$ cat src/rtl/oled_init_sequencer_pkg.sv
// Shared definitions for the SSD1331 power-up/init sequencer.
//   - state encodings (value doubles as the led code)
//   - SSD1331 opcodes used outside the init table
//   - init table length and index width
// Optional feature macro: OLED_CLEAR_EN adds the CLEAR state and the
// clear-window byte lookup.
package oled_pkg;

  localparam int unsigned NUM_CMDS  = 39;
  localparam int unsigned CMD_IDX_W = $clog2(NUM_CMDS);

  localparam logic [7:0] CMD_DISPLAY_ON = 8'hAF;
  localparam logic [7:0] CMD_CLEAR      = 8'h25;

  typedef enum logic [3:0] {
    ST_IDLE       = 4'h0,
    ST_PWR_WAIT   = 4'h1,
    ST_RES_LOW    = 4'h2,
    ST_RES_SETTLE = 4'h3,
    ST_SEND_CMDS  = 4'h4,
    ST_VCC_WAIT   = 4'h5,
    ST_SEND_ON    = 4'h6,
    ST_DONE       = 4'h7
`ifdef OLED_CLEAR_EN
    , ST_CLEAR    = 4'h8
`endif
  } state_t;

`ifdef OLED_CLEAR_EN
  localparam int unsigned NUM_CLEAR = 5;

  // Clear-window command: 25 (opcode), col start, row start, col end, row end.
  function automatic logic [7:0] clear_byte(input logic [CMD_IDX_W-1:0] i);
    case (i)
      CMD_IDX_W'(0): clear_byte = CMD_CLEAR;
      CMD_IDX_W'(1): clear_byte = 8'h00;
      CMD_IDX_W'(2): clear_byte = 8'h00;
      CMD_IDX_W'(3): clear_byte = 8'h5F;
      CMD_IDX_W'(4): clear_byte = 8'h3F;
      default:       clear_byte = 8'h00;
    endcase
  endfunction
`endif

endpackage

$ cat src/rtl/oled_init_sequencer_if.sv
// Byte handshake between the init sequencer and the SPI master.
//   tx_data  : byte offered
//   tx_dc    : DC level for tx_data (0 = command)
//   tx_valid : tx_data/tx_dc are valid
//   tx_ready : SPI master accepts a byte this cycle
// A transfer happens on every cycle with tx_valid && tx_ready.
interface oled_init_sequencer_if;

  logic [7:0] tx_data;
  logic       tx_dc;
  logic       tx_valid;
  logic       tx_ready;

  modport master (output tx_data, output tx_dc, output tx_valid, input  tx_ready);
  modport slave  (input  tx_data, input  tx_dc, input  tx_valid, output tx_ready);

endinterface

$ cat src/rtl/oled_init_sequencer_cmd_rom.sv
// Combinational SSD1331 init command table.
//   idx        : table index, 0..NUM_CMDS-1
//   cmd_byte_c : command byte at idx (00 for indices past the table)
module oled_cmd_rom
  import oled_pkg::*;
(
  input  logic [CMD_IDX_W-1:0] idx,
  output logic [7:0]           cmd_byte_c
);

  localparam logic [7:0] INIT_CMDS [NUM_CMDS] = '{
    8'hFD, 8'h12, 8'hAE,
    8'hA0, 8'h72, 8'hA1, 8'h00, 8'hA2, 8'h00, 8'hA4,
    8'hA8, 8'h3F, 8'hAD, 8'h8E, 8'hB0, 8'h0B, 8'hB1, 8'h31, 8'hB3, 8'hF0,
    8'h8A, 8'h64, 8'h8B, 8'h78, 8'h8C, 8'h64,
    8'hBB, 8'h3A, 8'hBE, 8'h3E, 8'h87, 8'h06,
    8'h81, 8'h91, 8'h82, 8'h50, 8'h83, 8'h7D, 8'h2E
  };

  // Out-of-range reads happen on the prefetch past the last byte; never sent.
  always_comb begin
    cmd_byte_c = 8'h00;
    if (idx < CMD_IDX_W'(NUM_CMDS)) begin
      cmd_byte_c = INIT_CMDS[idx];
    end
  end

endmodule

$ cat src/rtl/oled_init_sequencer.sv
// PmodOLEDrgb (SSD1331) power-up and init sequencer.
// Drives the PMOD_EN / RES / VCC_EN supply pins with the required waits,
// streams the init command table (DC=0) to the SPI master, then sends
// display-on and reports done.
//   CLK, rst   : clock, synchronous active-high reset
//   start      : one-cycle pulse that starts the sequence from IDLE
//   tx         : byte handshake to the SPI master (master modport)
//   PMOD_EN    : Pmod logic supply enable
//   RES        : controller reset, active low
//   VCC_EN     : panel high-voltage enable
//   busy, done : sequence running / finished
//   led        : current state code
// Optional feature macro: OLED_CLEAR_EN -- after display-on, send the
// clear-window command in a CLEAR state (led 8) before DONE.
// All outputs are registered.
module oled_init_sequencer
  import oled_pkg::*;
#(
  parameter int unsigned T_PWR_CYC = 2_000_000,
  parameter int unsigned T_RES_CYC = 300,
  parameter int unsigned T_VCC_CYC = 10_000_000
) (
  input  logic                         CLK,
  input  logic                         rst,
  input  logic                         start,
  oled_init_sequencer_if.master        tx,
  output logic                         PMOD_EN,
  output logic                         RES,
  output logic                         VCC_EN,
  output logic                         busy,
  output logic                         done,
  output logic [3:0]                   led
);

  localparam int unsigned T_MAX_A = (T_PWR_CYC > T_RES_CYC) ? T_PWR_CYC : T_RES_CYC;
  localparam int unsigned T_MAX   = (T_MAX_A > T_VCC_CYC) ? T_MAX_A : T_VCC_CYC;
  localparam int unsigned CNT_W   = (T_MAX > 1) ? $clog2(T_MAX) : 1;

  state_t               state_q, state_d;
  logic [CNT_W-1:0]     cnt_q, cnt_d;
  logic [CMD_IDX_W-1:0] idx_q, idx_d;
  logic                 pmod_en_q, pmod_en_d;
  logic                 res_q, res_d;
  logic                 vcc_en_q, vcc_en_d;
  logic [7:0]           tx_data_q, tx_data_d;
  logic                 tx_dc_q, tx_dc_d;
  logic                 tx_valid_q, tx_valid_d;
  logic                 busy_q, busy_d;
  logic                 done_q, done_d;
  logic [3:0]           led_q, led_d;

  logic                 xfer_c;
  logic                 wait_last_c;
  logic [CMD_IDX_W-1:0] rom_idx_c;
  logic [7:0]           rom_byte_c;

  assign xfer_c = tx_valid_q && tx.tx_ready;

  // Prefetch the byte after the current one so it can be registered on the
  // transfer edge and offered in the very next cycle.
  always_comb begin
    rom_idx_c = '0;
    if (state_q == ST_SEND_CMDS) begin
      rom_idx_c = idx_q + CMD_IDX_W'(1);
    end
  end

  oled_cmd_rom u_rom (
    .idx        (rom_idx_c),
    .cmd_byte_c (rom_byte_c)
  );

  // Last cycle of the wait belonging to the current state (counter N-1).
  always_comb begin
    wait_last_c = 1'b0;
    case (state_q)
      ST_PWR_WAIT:   wait_last_c = (cnt_q == CNT_W'(T_PWR_CYC - 1));
      ST_RES_LOW,
      ST_RES_SETTLE: wait_last_c = (cnt_q == CNT_W'(T_RES_CYC - 1));
      ST_VCC_WAIT:   wait_last_c = (cnt_q == CNT_W'(T_VCC_CYC - 1));
      default:       wait_last_c = 1'b0;
    endcase
  end

  // Next-state and next-output logic.
  always_comb begin
    state_d    = state_q;
    cnt_d      = cnt_q;
    idx_d      = idx_q;
    pmod_en_d  = pmod_en_q;
    res_d      = res_q;
    vcc_en_d   = vcc_en_q;
    tx_data_d  = tx_data_q;
    tx_dc_d    = tx_dc_q;
    tx_valid_d = tx_valid_q;

    case (state_q)
      ST_IDLE: begin
        if (start) begin
          state_d   = ST_PWR_WAIT;
          pmod_en_d = 1'b1;
          cnt_d     = '0;
        end
      end

      ST_PWR_WAIT: begin
        if (wait_last_c) begin
          state_d = ST_RES_LOW;
          res_d   = 1'b0;
          cnt_d   = '0;
        end else begin
          cnt_d = cnt_q + CNT_W'(1);
        end
      end

      ST_RES_LOW: begin
        if (wait_last_c) begin
          state_d = ST_RES_SETTLE;
          res_d   = 1'b1;
          cnt_d   = '0;
        end else begin
          cnt_d = cnt_q + CNT_W'(1);
        end
      end

      ST_RES_SETTLE: begin
        if (wait_last_c) begin
          // rom_idx_c is 0 here, so rom_byte_c is the first table byte.
          state_d    = ST_SEND_CMDS;
          cnt_d      = '0;
          idx_d      = '0;
          tx_data_d  = rom_byte_c;
          tx_dc_d    = 1'b0;
          tx_valid_d = 1'b1;
        end else begin
          cnt_d = cnt_q + CNT_W'(1);
        end
      end

      ST_SEND_CMDS: begin
        if (xfer_c) begin
          if (idx_q == CMD_IDX_W'(NUM_CMDS - 1)) begin
            state_d    = ST_VCC_WAIT;
            vcc_en_d   = 1'b1;
            tx_valid_d = 1'b0;
            cnt_d      = '0;
          end else begin
            idx_d     = idx_q + CMD_IDX_W'(1);
            tx_data_d = rom_byte_c;
          end
        end
      end

      ST_VCC_WAIT: begin
        if (wait_last_c) begin
          state_d    = ST_SEND_ON;
          cnt_d      = '0;
          tx_data_d  = CMD_DISPLAY_ON;
          tx_dc_d    = 1'b0;
          tx_valid_d = 1'b1;
        end else begin
          cnt_d = cnt_q + CNT_W'(1);
        end
      end

      ST_SEND_ON: begin
        if (xfer_c) begin
`ifdef OLED_CLEAR_EN
          state_d   = ST_CLEAR;
          idx_d     = '0;
          tx_data_d = clear_byte('0);
          tx_dc_d   = 1'b0;
`else
          state_d    = ST_DONE;
          tx_valid_d = 1'b0;
`endif
        end
      end

`ifdef OLED_CLEAR_EN
      ST_CLEAR: begin
        if (xfer_c) begin
          if (idx_q == CMD_IDX_W'(NUM_CLEAR - 1)) begin
            state_d    = ST_DONE;
            tx_valid_d = 1'b0;
          end else begin
            idx_d     = idx_q + CMD_IDX_W'(1);
            tx_data_d = clear_byte(idx_q + CMD_IDX_W'(1));
          end
        end
      end
`endif

      ST_DONE: begin
        state_d = ST_DONE;
      end

      default: begin
        state_d = ST_IDLE;
      end
    endcase

    // Status outputs follow the next state so they line up with state_q.
    busy_d = !((state_d == ST_IDLE) || (state_d == ST_DONE));
    done_d = (state_d == ST_DONE);
    led_d  = state_d;
  end

  // State and output registers.
  always_ff @(posedge CLK) begin
    if (rst) begin
      state_q    <= ST_IDLE;
      cnt_q      <= '0;
      idx_q      <= '0;
      pmod_en_q  <= 1'b0;
      res_q      <= 1'b1;
      vcc_en_q   <= 1'b0;
      tx_data_q  <= 8'h00;
      tx_dc_q    <= 1'b0;
      tx_valid_q <= 1'b0;
      busy_q     <= 1'b0;
      done_q     <= 1'b0;
      led_q      <= 4'h0;
    end else begin
      state_q    <= state_d;
      cnt_q      <= cnt_d;
      idx_q      <= idx_d;
      pmod_en_q  <= pmod_en_d;
      res_q      <= res_d;
      vcc_en_q   <= vcc_en_d;
      tx_data_q  <= tx_data_d;
      tx_dc_q    <= tx_dc_d;
      tx_valid_q <= tx_valid_d;
      busy_q     <= busy_d;
      done_q     <= done_d;
      led_q      <= led_d;
    end
  end

  assign tx.tx_data  = tx_data_q;
  assign tx.tx_dc    = tx_dc_q;
  assign tx.tx_valid = tx_valid_q;
  assign PMOD_EN     = pmod_en_q;
  assign RES         = res_q;
  assign VCC_EN      = vcc_en_q;
  assign busy        = busy_q;
  assign done        = done_q;
  assign led         = led_q;

endmodule

$ cat src/flat_wrapper.sv
// flat-port wrapper written by rule: the top's interface ports become plain ports
module oled_init_sequencer_flat import oled_pkg::*;
#(
  parameter int unsigned T_PWR_CYC = 2_000_000,
  parameter int unsigned T_RES_CYC = 300,
  parameter int unsigned T_VCC_CYC = 10_000_000
)
  (CLK, rst, start, PMOD_EN, RES, VCC_EN, busy, done, led, tx_tx_data, tx_tx_dc, tx_tx_valid, tx_tx_ready);
  oled_init_sequencer_if tx_i ();
  input  logic CLK;
  input  logic rst;
  input  logic start;
  output logic PMOD_EN;
  output logic RES;
  output logic VCC_EN;
  output logic busy;
  output logic done;
  output logic [3:0] led;
  output wire logic [$bits(tx_i.tx_data)-1:0] tx_tx_data;
  output wire logic [$bits(tx_i.tx_dc)-1:0] tx_tx_dc;
  output wire logic [$bits(tx_i.tx_valid)-1:0] tx_tx_valid;
  input wire logic [$bits(tx_i.tx_ready)-1:0] tx_tx_ready;
  assign tx_tx_data = tx_i.tx_data;
  assign tx_tx_dc = tx_i.tx_dc;
  assign tx_tx_valid = tx_i.tx_valid;
  assign tx_i.tx_ready = tx_tx_ready;
  oled_init_sequencer #(.T_PWR_CYC(T_PWR_CYC), .T_RES_CYC(T_RES_CYC), .T_VCC_CYC(T_VCC_CYC)) u_core (.CLK(CLK), .rst(rst), .start(start), .tx(tx_i), .PMOD_EN(PMOD_EN), .RES(RES), .VCC_EN(VCC_EN), .busy(busy), .done(done), .led(led));
endmodule
$ cat config.mk
export PLATFORM = sky130hd
export DESIGN_NAME = oled_init_sequencer_flat
export DESIGN_NICKNAME = d
export VERILOG_FILES = /design/src/rtl/oled_init_sequencer_pkg.sv /design/src/rtl/oled_init_sequencer_if.sv /design/src/rtl/oled_init_sequencer_cmd_rom.sv /design/src/rtl/oled_init_sequencer.sv /design/src/flat_wrapper.sv
export SDC_FILE = /design/constraint.sdc
export NUM_CORES = 1
export LEC_CHECK = 0
export BUFFER_PORTS_ARGS = -buffer_cell sky130_fd_sc_hd__buf_2
export CAP_MARGIN = 20
export CORE_ASPECT_RATIO = 0.9
export CORE_MARGIN = 4
export CORE_UTILIZATION = 66
export DETAILED_ROUTE_END_ITERATION = 8
export GPL_TIMING_DRIVEN = 0
export PLACE_DENSITY = 0.86
export SETUP_SLACK_MARGIN = 0.2
export SLEW_MARGIN = 20
export SYNTH_ARGS = -nofsm -noshare
export SYNTH_HDL_FRONTEND = slang
export SYNTH_SLANG_ARGS = --single-unit
$ cat constraint.sdc
create_clock -name CLK -period 5.46 [get_ports CLK]
set_clock_uncertainty 0.15 [all_clocks]
set_input_delay 0.819 -clock CLK [delete_from_list [all_inputs] [get_ports CLK]]
set_output_delay 0.819 -clock CLK [all_outputs]
set_load 0.05 [all_outputs]
## Word level (Yosys, flattened, before mapping)

Memories as Yosys holds them, arrays and structs flattened.
Cells that the tools add are included.

| cells by class | value |
|---|---|
| $add $sub $neg | 2 |
| $lt $le $gt $ge | 2 |
| equal/unequal tests | 22 |
| muxes and demuxes | 35 |
| bitwise operators | 1 |
| reductions and logical operators | 20 |

Operators with widths:

| cell | count |
|---|---|
| 24-bit 2-to-1 mux | 4 |
| 24-bit one-hot mux with 3 select lines | 1 |
| 8-bit 2-to-1 mux | 7 |
| 4-bit 2-to-1 mux | 8 |
| 4-bit one-hot mux with 8 select lines | 1 |
| 24-bit by 1-bit adder with 24-bit output, second input constant | 1 |
| 24-bit by 21-bit equality test with 1-bit output, second input constant | 1 |
| 24-bit equality test, second input constant | 1 |
| 24-bit by 9-bit equality test with 1-bit output, second input constant | 1 |
| 6-bit 2-to-1 mux | 4 |
| 8-bit one-hot mux with 3 select lines | 1 |
| 4-bit by 3-bit equality test with 1-bit output, second input constant | 5 |
| 2-bit by 1-bit inequality test with 1-bit output, second input constant | 7 |
| 6-bit one-hot mux with 2 select lines | 1 |
| 5-bit AND reduction | 2 |
| 3-bit nonzero test | 3 |
| 4-bit by 2-bit equality test with 1-bit output, second input constant | 2 |
| 4-bit zero test | 2 |
| 4-bit AND reduction | 2 |
| 7-bit >= comparator, second input constant | 1 |
| 6-bit inverter with 7-bit output | 1 |
| 6-bit by 1-bit adder with 6-bit output, second input constant | 1 |
| 6-bit equality test, second input constant | 1 |
| 6-bit less-than comparator, second input constant | 1 |
| other kinds (13) | 23 |

| word-level totals | value |
|---|---|
| register bits after elaboration | 48 |
| memory bits (read-only) | 512 |
| output and inout port bits | 19 |
| memories | 1 |

Memories:

| memory | depth | width | rd ports | clocked after memory_dff | wr ports | RTL line | RTL |
|---|---|---|---|---|---|---|---|
| (no name shown) | 64 | 8 | 1 | 0 | 0 | oled_init_sequencer_cmd_rom.sv:24 | `cmd_byte_c = INIT_CMDS[idx];` |

## Logic depth before layout (Yosys ltp)

| logic depth | value |
|---|---|
| depth after elaboration | 10 |
| gate-level depth with buffers | 13 |
| depth with buffers taken out | 10 |

## Modules after synthesis

Synthesis repeated with hierarchy kept, for this count alone.

| unflattened totals | value |
|---|---|
| cell total of the unflattened synthesis | 395 |
| area, all modules | 3181.8 um2 |

Modules (own cells, without submodules):

| module | times used | cells each | area an instance (um2) | sequential area each (um2) |
|---|---|---|---|---|
| oled_init_sequencer | 1 | 290 | 2486.1 | 960.9 |
| oled_cmd_rom | 1 | 105 | 695.7 | 0.0 |

## Worst setup path after synthesis

Ideal clock, no wire load.

| timing path | value |
|---|---|
| path kind | reg2reg |
| from | register u_core.led[2] (netlist name) |
| to | register u_core.tx_data_q[0] (netlist: u_core.tx.tx_data[0]) |
| library setup time | 59 ps |
| arrival time | 3492 ps |
| required time | 5251 ps |
| setup slack | 1759 ps |
| cell stages (with the launch flop) | 12 |
| buffers on the path | 4 |
| cell sequence | dfxtp_1 -> buf_2 -> or4b_2 -> clkbuf_1 -> buf_2 -> nor2_1 -> ha_1 -> clkbuf_1 -> inv_1 -> o311a_1 -> a2111oi_0 -> o221a_2 |

RTL lines:

| what | RTL line | RTL |
|---|---|---|
| end signal: assignment | oled_init_sequencer.sv:231 | `tx_data_q <= tx_data_d;` |
| end: declaration | oled_init_sequencer.sv:45 | `logic [7:0] tx_data_q, tx_data_d;` |

==> results.py <==
metrics = {
    "cts": {
        "clk_latency_ps": 310,
        "cts_tree": "built",
        "post_cts_resized": 0,
        "htree_levels": 2,
        "clock-sinks": 48,
        "cts_made_buffers": 5,
        "hold_buffers": 0,
        "root_buffer": "clkbuf_8",
        "post-cts-setup-buffers": 0,
        "clk_path_buf_depth": 2,
        "cts.clk_slew.worst_paths_ps": 100,
    },
    "drt": {
        "dr.pass1.iters": 5,
        "wire_per_inst_um": 18.62,
        "drt_iter0_markers": 389,
        "drc": 0,
        "ant_nets": 0,
        "via_per_inst": 6.738,
        "routed_wl_um": 10160,
        "vias": 3679,
    },
    "global_route": {
        "antenna_found_initial": 0,
        "track_usage": 0.3093,
        "grt_pass1_vias": 3305,
        "grt_max_degree": 16,
        "grt.overflow.total": 0,
        "grt_pass1_wl_um": 16650,
    },
    "power": {
        "clockPowerShare": 0.404,
        "power.switching_mw": 0.1545,
        "p_seq_frac": 0.541,
        "power.leakage_nw": 1.374,
        "swShare": 0.2373,
        "power.internal_mw": 0.4965,
        "vdd_ir_drop_max_mv": 0.1986,
        "powerDensity_nw_per_um2": 167.6,
        "pwr-share-comb": 0.055,
    },
    "final_layout": {
        "syn2layout_area_growth_pct": 8.493,
        "drive_above_1_share": 0.1169,
        "finalCoreUtilization": 0.7390,
        "final_cells": 546,
        "design_area_um2": 3884,
        "nNetsFinal": 496,
        "diodes": 0,
    },
    "sta": {
        "hold_violations": 0,
        "hold_slack_ps": 301.3,
        "worst_pin_slew_ps": 958.2,
        "slew_violations": 0,
        "fmax_mhz": 235.2,
        "tns_ps": 0,
        "relSlewSlack": 0.3522,
        "setup_viol": 0,
        "fin_crit_ps": 4251,
        "rsz0062_at_grt": "false",
        "timing.final.crit_share": 0.7786,
    },
    "synthesis": {
        "synthCells": 449,
        "async_flop_share": 0,
        "ys_ff_latch": 48,
        "yosys.area.top_type": "dfxtp_1",
        "synth-seq-area-share": 0.2684,
        "synth.most_common_cell": "nor2_1",
        "synth_top_area_frac": 0.2684,
        "syn_area_um2": 3580,
        "netlist_top_cells_count": "nor2_1 (50), dfxtp_1 (48), nand2_1 (27), nand3_1 (24)",
        "synth_edf_count": 0,
        "synth.area.top_cells": "dfxtp_1 (27%), nor2_1 (5.2%), ha_1 (4.9%)",
        "ys_types": 75,
        "syn_avg_cell_area_um2": 7.973,
        "synth-main-ff-cell": "dfxtp_1",
        "yosysWarnings": 0,
    },
    "setup_path": {
        "crit_path_start_kind": "flop",
        "crit_fanout": 10,
        "r2r_slack_ps": 1210,
        "worstPathArrival_ps": 4350,
        "reg2reg_depth": 11,
        "cp_data_required_time_ps": 5560,
        "worstSetupEndpointType": "flop",
        "reg2reg_from": "u_core.led[0]$_SDFF_PP0_",
        "r2r-end": "u_core.tx.tx_data[2]$_SDFFE_PP0P_",
        "cpPeakStageDelay_ps": 720,
        "cp_slowest_cell": "or4b_2",
        "worstSetupPathType": "reg -> reg",
        "path_cells": "clkbuf_1 -> or4b_2 -> clkbuf_1 -> buf_2 -> nor2_1 -> inv_1 -> ha_1 -> nor4_1 -> nor2_1 -> a2111oi_0 -> o22a_1",
    },
    "placed_design": {
        "place_congestion": 0.9557,
        "io_buffers": 21,
        "dpl.cell_count": 538,
        "place_hpwl_um": 7483,
        "placed_cell_area_um2": 3772,
    },
    "die": {
        "core_um2": 5255,
        "std_cell_rows": 25,
        "initial_core_util": 0.6812,
        "die_area_um2": 6668,
        "die_y_um": 77.87,
        "fp.dieW_um": 85.63,
        "ioPinCount": 23,
    },
    "flow_run": {
        "drv_cap": 0,
    },
    "min_path": {
        "worstHoldPathType": "reg -> reg",
        "worstHoldEndpoint": "u_core.VCC_EN$_SDFFE_PP0P_",
        "whs_path_depth": 2,
        "hp-start": "u_core.VCC_EN$_SDFFE_PP0P_",
    },
    "status": {
        "status": "completed",
    },
}
==> layer usage <==
layer	vias to the layer above	wire length [um]	track usage
met5	-	0	0
met4	0	137	0.06804
met3	24	1170	0.07113
met2	238	4213	0.4418
met1	1698	4642	0.4684
li1	1719	-	-
==> sequential cells by signal (all words and copies together), names as in the netlist <==
name                cells
u_core.tx.tx_data       8
u_core.busy             1
u_core.PMOD_EN          1
u_core.RES              1
u_core.led              4
u_core.idx_q            6
u_core.tx.tx_valid      1
u_core.VCC_EN           1
u_core.done             1
u_core.cnt_q           24
==> worst max-delay path by stage <==
| stage | start | to | slack (ps) | cells past startpoint |
|---|---|---|---|---|
| 2_1_floorplan | u_core.led[2]$_SDFF_PP0_ | u_core.tx.tx_data[0]$_SDFFE_PP0P_ | 1760 | 11 |
| 3_3_place_gp | u_core.led[0]$_SDFF_PP0_ | u_core.tx.tx_data[2]$_SDFFE_PP0P_ | 1410 | 11 |
| 3_5_place_dp | u_core.led[0]$_SDFF_PP0_ | u_core.tx.tx_data[2]$_SDFFE_PP0P_ | 1320 | 11 |
| 4_1_cts | u_core.led[0]$_SDFF_PP0_ | u_core.tx.tx_data[2]$_SDFFE_PP0P_ | 1290 | 11 |
| 5_1_grt | u_core.led[0]$_SDFF_PP0_ | u_core.tx.tx_data[2]$_SDFFE_PP0P_ | 1000 | 11 |
| 6_report | u_core.led[0]$_SDFF_PP0_ | u_core.tx.tx_data[2]$_SDFFE_PP0P_ | 1210 | 11 |
==> placed cells by master, fill, tap and decap left out, types with 4 or more instances in the layout <==
| cell | netlist | routed |
|---|---|---|
| a21oi_1 | 13 | 13 |
| buf_1 | 4 | 4 |
| nor2_1 | 50 | 50 |
| xnor2_1 | 20 | 20 |
| clkbuf_8 | 0 | 5 |
| nor4_1 | 7 | 7 |
| and3_1 | 8 | 8 |
| a31oi_1 | 5 | 5 |
| buf_2 | 5 | 26 |
| o21ai_0 | 18 | 18 |
| nand2_1 | 27 | 27 |
| inv_1 | 16 | 16 |
| ha_1 | 14 | 14 |
| clkbuf_1 | 20 | 20 |
| and2_1 | 4 | 4 |
| nand4_1 | 10 | 10 |
| nand4b_1 | 4 | 4 |
| dfxtp_1 | 48 | 48 |
| nand2b_1 | 4 | 4 |
| xor2_1 | 14 | 14 |
| o221a_2 | 4 | 4 |
| mux2i_1 | 15 | 15 |
| nand3_1 | 24 | 24 |
| a41oi_1 | 5 | 5 |
| or4_1 | 6 | 6 |
| o31ai_1 | 4 | 4 |
| nor3_1 | 19 | 19 |
==> kinds of logic after synthesis <==
kind of cell	share of synthesized area
mux	0.04823
xor+xnor	0.08319
buf+inv	0.05942
other cells	0.001048
flops	0.2684
compound gates	0.1996
fa+ha+maj	0.04893
simple gates	0.2912
==> power groups by stage <==
stage	Sequential (mW)	Clock, mW	Combinational (mW)
6_report	0.352	0.263	0.0360
2_1_floorplan	0.365	0	0.0205
3_5_place_dp	0.360	0	0.0349
3_3_place_gp	0.360	0	0.0342
4_1_cts	0.352	0.265	0.0350
5_1_grt	0.352	0.276	0.0387
==> metrics by stage <==
step | power, mW | worst slack, ps
after global routing | 0.6668 | 1004
after global placement | 0.3944 | 1413
after CTS | 0.6523 | 1292
after detailed placement | 0.3952 | 1321
final | 0.6509 | 1209
after floorplan | 0.3856 | 1759
==> final cells by class <==
type                    instances  area [um2]
plain buffers                  33       152.6
clock buffers                   5       68.82
clock inverters                 3       42.54
fillers                       406        1371
inverters                      16       60.06
multi-input cells             353        2410
flip-flops and latches         48       960.9
well taps                      67       83.83
repair buffers                 21       105.1
==> worst max-delay path, delay by kind of cell, from the launching register on <==
kind	cells	cell delay [ps]
adder cells (fa/ha/maj)	1	270
flip-flops	1	320
buffers and inverters	4	880
AO/OA/AOI/OAI	2	920
AND/OR/NAND/NOR	4	1650
No activity file was read; power rests on OpenSTA's default activity.
